File: config.mk
export PLATFORM = sky130hd
export DESIGN_NAME = pc_fetch_unit
export DESIGN_NICKNAME = d
export VERILOG_FILES = /design/src/rtl/cpu_pkg.sv /design/src/rtl/pc_fetch_unit_pc_reg.sv /design/src/rtl/pc_fetch_unit.sv
export SDC_FILE = /design/constraint.sdc
export NUM_CORES = 1
export LEC_CHECK = 0
export CAP_MARGIN = 15
export CORE_MARGIN = 4
export CORE_UTILIZATION = 42
export CTS_BUF_LIST = sky130_fd_sc_hd__clkbuf_4 sky130_fd_sc_hd__clkbuf_8
export CTS_CLUSTER_SIZE = 30
export DETAILED_ROUTE_END_ITERATION = 12
export PLACE_DENSITY = 0.88
export SLEW_MARGIN = 20
export SYNTH_ARGS = -nofsm -noshare
export SYNTH_HDL_FRONTEND = slang
export SYNTH_HIERARCHICAL = 1
export SYNTH_SLANG_ARGS = --single-unit
File: constraint.sdc
create_clock -name clk -period 5.95 [get_ports clk]
set_input_delay 0.8925 -clock clk [delete_from_list [all_inputs] [get_ports clk]]
set_output_delay 0.8925 -clock clk [all_outputs]
set_load 0.02 [all_outputs]
File: src/rtl/cpu_pkg.sv
// Shared CPU definitions: fetch FSM state encoding, reset PC default and NOP encoding.
package cpu_pkg;

    typedef enum logic [1:0] {
        S_REQ  = 2'b00,
        S_WAIT = 2'b01,
        S_HOLD = 2'b10,
        S_HALT = 2'b11
    } fetch_state_t;

    localparam logic [31:0] RESET_PC_DEFAULT = 32'h0000_0000;
    localparam logic [31:0] NOP_INST         = 32'h0000_0000;

endpackage

File: src/rtl/pc_fetch_unit_pc_reg.sv
// Architectural program-counter register: synchronous reset to RESET_PC, load-enabled update.
module pc_reg #(
    parameter int              AW       = 32,
    parameter logic [AW-1:0]   RESET_PC = '0
) (
    input  logic          clk,
    input  logic          rst,
    input  logic          load,
    input  logic [AW-1:0] d,
    output logic [AW-1:0] q
);

    always_ff @(posedge clk) begin
        if (rst) begin
            q <= RESET_PC;
        end else if (load) begin
            q <= d;
        end
    end

endmodule

File: src/rtl/pc_fetch_unit.sv
// PC register and instruction-fetch sequencer: issues word fetches, holds the fetched
// instruction for decode, and advances the PC on retirement.
module pc_fetch_unit
    import cpu_pkg::*;
#(
    parameter int            AW       = 32,
    parameter logic [AW-1:0] RESET_PC = AW'(RESET_PC_DEFAULT)
) (
    input  logic          clk,
    input  logic          rst,
    input  logic [AW-1:0] next_pc_in,
    output logic [AW-1:0] pc,
    output logic [AW-1:0] pc_plus4,
    output logic          imem_req_valid,
    input  logic          imem_req_ready,
    output logic [AW-1:0] imem_addr,
    input  logic          imem_resp_valid,
    input  logic [31:0]   imem_resp_data,
    output logic [31:0]   inst,
    output logic          inst_valid,
    input  logic          inst_ready,
    output logic          pc_misalign
);

    fetch_state_t state;
    logic         drop;
    logic         retire;
    logic         next_aligned;
    logic         pc_load;

    assign retire       = (state == S_HOLD) && inst_ready;
    assign next_aligned = (next_pc_in[1:0] == 2'b00);
    assign pc_load      = retire && next_aligned;

    pc_reg #(
        .AW       (AW),
        .RESET_PC (RESET_PC)
    ) u_pc_reg (
        .clk  (clk),
        .rst  (rst),
        .load (pc_load),
        .d    (next_pc_in),
        .q    (pc)
    );

    assign pc_plus4       = pc + AW'(4);
    assign imem_addr      = pc;
    // Gated by rst so no request is offered while reset is asserted.
    assign imem_req_valid = (state == S_REQ) && !rst;

    always_ff @(posedge clk) begin
        if (rst) begin
            state       <= S_REQ;
            inst        <= NOP_INST;
            inst_valid  <= 1'b0;
            pc_misalign <= 1'b0;
            // A request still outstanding at reset will answer later; swallow that one response.
            drop        <= ((state == S_WAIT) && !imem_resp_valid) || (drop && !imem_resp_valid);
        end else begin
            if (drop && imem_resp_valid) begin
                drop <= 1'b0;
            end
            case (state)
                S_REQ: begin
                    if (imem_req_ready) begin
                        state <= S_WAIT;
                    end
                end
                S_WAIT: begin
                    if (imem_resp_valid && !drop) begin
                        inst       <= imem_resp_data;
                        inst_valid <= 1'b1;
                        state      <= S_HOLD;
                    end
                end
                S_HOLD: begin
                    if (inst_ready) begin
                        inst_valid <= 1'b0;
                        if (next_aligned) begin
                            state <= S_REQ;
                        end else begin
                            pc_misalign <= 1'b1;
                            state       <= S_HALT;
                        end
                    end
                end
                S_HALT: begin
                    state <= S_HALT;
                end
            endcase
        end
    end

endmodule

==> results.json <==
{
  "syn_inst": 393,
  "fin_skew_ns": 0.00869,
  "routabilityCongestion": 0.793,
  "netlist_top_cells_area": "dfxtp_1, mux2i_1, nand2_1",
  "fp.coreArea_mm2": 0.00777,
  "antenna_left": 0,
  "firstDrtPassIters": 4,
  "synth_edf_count": 1,
  "cts_setup_buffers": 0,
  "layout.nets": 620,
  "port_buffers": 199,
  "hold_ws_ns": 0.453,
  "grt_pass1_vias": 3119,
  "clock-root-buffer": "clkbuf_8",
  "clock-sinks": 69,
  "cp.arrival_ns": 2.94,
  "grt_antenna_before_repair": 0,
  "num_vias": 3264,
  "synth_area_per_cell_um2": 8.62,
  "maxSlewViolCount": 0,
  "ys_warn_count": 6,
  "start_util_pct": 43.6,
  "hold_violations": 0,
  "grt_util_all_layers_pct": 19.7,
  "rsz0062_at_grt": "false",
  "register_area_mm2": 0.00139,
  "slew_headroom_pct": 49.5,
  "viasPerCell": 4.97,
  "drtIter0Drc": 87,
  "hp-class": "reg2reg",
  "holdBufCountCts": 0,
  "grt_pass1_wl_um": 15600,
  "clk_latency_ns": 0.33,
  "fp.dieW_um": 97.8,
  "rows": 32,
  "synth_cell_type_count": 32,
  "finalCritPeriodShare_pct": 64.5,
  "power_density_mw_per_mm2": 197,
  "clockBufferDepth": 2,
  "synth_top_area_share_pct": 40.2,
  "dieArea_mm2": 0.00957,
  "ys_ff_latch": 69,
  "setup_viol": 0,
  "cp.required_ns": 5.06,
  "synth_area_mm2": 0.00339,
  "dpl.hpwl_um": 7520,
  "synth_common_cells": "nand2_1, dfxtp_1, nor2_1",
  "yosysTopAreaCell": "dfxtp_1",
  "tritoncts": "yes",
  "async_reset_ff_share_pct": 0,
  "power_leakage_nw": 1.85,
  "post_cts_resized": 0,
  "fmax_mhz": 261,
  "preCtsSetupSlack_ns": 2.50,
  "grt_remaining_overflow": 0,
  "io-pin-count": 200,
  "grt_max_degree": 72,
  "area_growth_pct": 58.0,
  "n_antenna_cell": 0,
  "cts_buffers": 9,
  "routed_wl_um": 9960,
  "wl_per_cell_um": 15.2,
  "final_layout_size_suffix_gt1_share_pct": 6.85,
  "min_period_ns": 3.84,
  "worst_pin_slew_ns": 0.758,
  "critical_path.max_fanout": 15,
  "yosysSeqAreaShare_pct": 41.0,
  "yosysMostFrequentCell": "nand2_1",
  "die_y_um": 97.8,
  "htree_levels": 3,
  "tns_ns": 0,
  "status": "completed",
  "endpoint_kind": "output pin",
  "clk_pin_slew_ns": 0.08,
  "path_class": "reg2out",
  "setup_ws_ns": 2.11,
  "multi_input_area_mm2": 0.00157,
  "drc": 0,
  "n_fill_cell": 589,
  "peakVddDrop_v": 0.000133,
  "synth_fp_nets": 463,
  "synth_ff_type": "dfxtp_1",
  "cap_violations": 0,
  "cp-start-kind": "flop"
}
[critical path, stage by stage, from the launching register on]
cell and delay [ns]:
dfxtp_1 0.50, nand4_2 0.20, or4_4 0.70, nor4_2 0.34, xor2_1 0.20, clkdlybuf4s50_1 0.66
[sequential cells by signal, indices dropped and copies added (netlist names)]
signal,count
u_pc_reg/q,32
drop,1
state,2
inst,32
pc_misalign,1
inst_valid,1
[cell usage in the layout (no fill, tap or decap), types with 2 or more instances in the layout]
| cell type | n |
|---|---|
| clkdlybuf4s50_1 | 198 |
| nand3_1 | 10 |
| mux2i_1 | 32 |
| clkbuf_8 | 11 |
| o21ai_0 | 2 |
| buf_4 | 2 |
| nand2_1 | 76 |
| nor3_1 | 5 |
| nand4_1 | 4 |
| dfxtp_1 | 68 |
| and3_1 | 4 |
| bufinv_16 | 2 |
| nor2b_1 | 2 |
| inv_1 | 7 |
| xor2_1 | 16 |
| nor4_2 | 8 |
| xnor2_1 | 12 |
| nor3_2 | 7 |
| a21oi_1 | 34 |
| nor2_1 | 41 |
| clkinvlp_4 | 3 |
[layer usage]
layer,track usage [%],wire length (um),vias to the layer above
met1,22.1,3910,1511
met5,0,0,-
met2,34.3,4880,153
met4,6.82,235,0
li1,-,-,1580
met3,7.36,931,20
[where the power goes]
group,internal (W),leakage [nW],switching [W]
clock network,0.000259,0.108,0.000182
registers,0.000475,0.560,0.00000907
logic,0.0000728,1.18,0.0000572
[stage by stage]
step / std cells / total power [W] / utilization (%) / instance area (um2)
final: 657 / 0.00105 / 68.9 / 5350
after global routing: 657 / 0.00110 / 68.9 / 5350
after CTS: 657 / 0.00107 / 68.9 / 5350
after detailed placement: 641 / 0.000625 / 65.9 / 5120
after global placement: 641 / 0.000622 / 65.9 / 5120
after floorplan: 393 / 0.000546 / - / 3390
[cell type report]
type                    instances  share of cell area [%]
inverters                       7                   0.491
flip-flops and latches         69                    26.0
multi-input cells             262                    29.4
clock buffers                  11                    2.83
clock inverters                 5                    1.54
repair buffers                201                    37.4
well taps                     102                    2.38
[worst paths after layout]
check | start | end | slack (ns) | cells after the start
worst max-delay path | u_pc_reg/q[5] | pc_plus4[26] | 2.11 | 5
worst max register to register | state[1] | u_pc_reg/q[19] | 4.26 | 5
worst min register to register | inst[1] | inst[1] | 0.45 | 2
worst min-delay path | inst[1] | inst[1] | 0.45 | 2
[kinds of logic after synthesis]
kind of cell	share of synthesized area, %
adder cells (fa/ha/maj)	0.369
XOR/XNOR	7.23
AND/OR/NAND/NOR	23.3
AO/OA/AOI/OAI	5.72
buffers and inverters	12.8
multiplexers	9.45
flip-flops	41.0
Note: power is estimated with default switching activity, not from simulation.
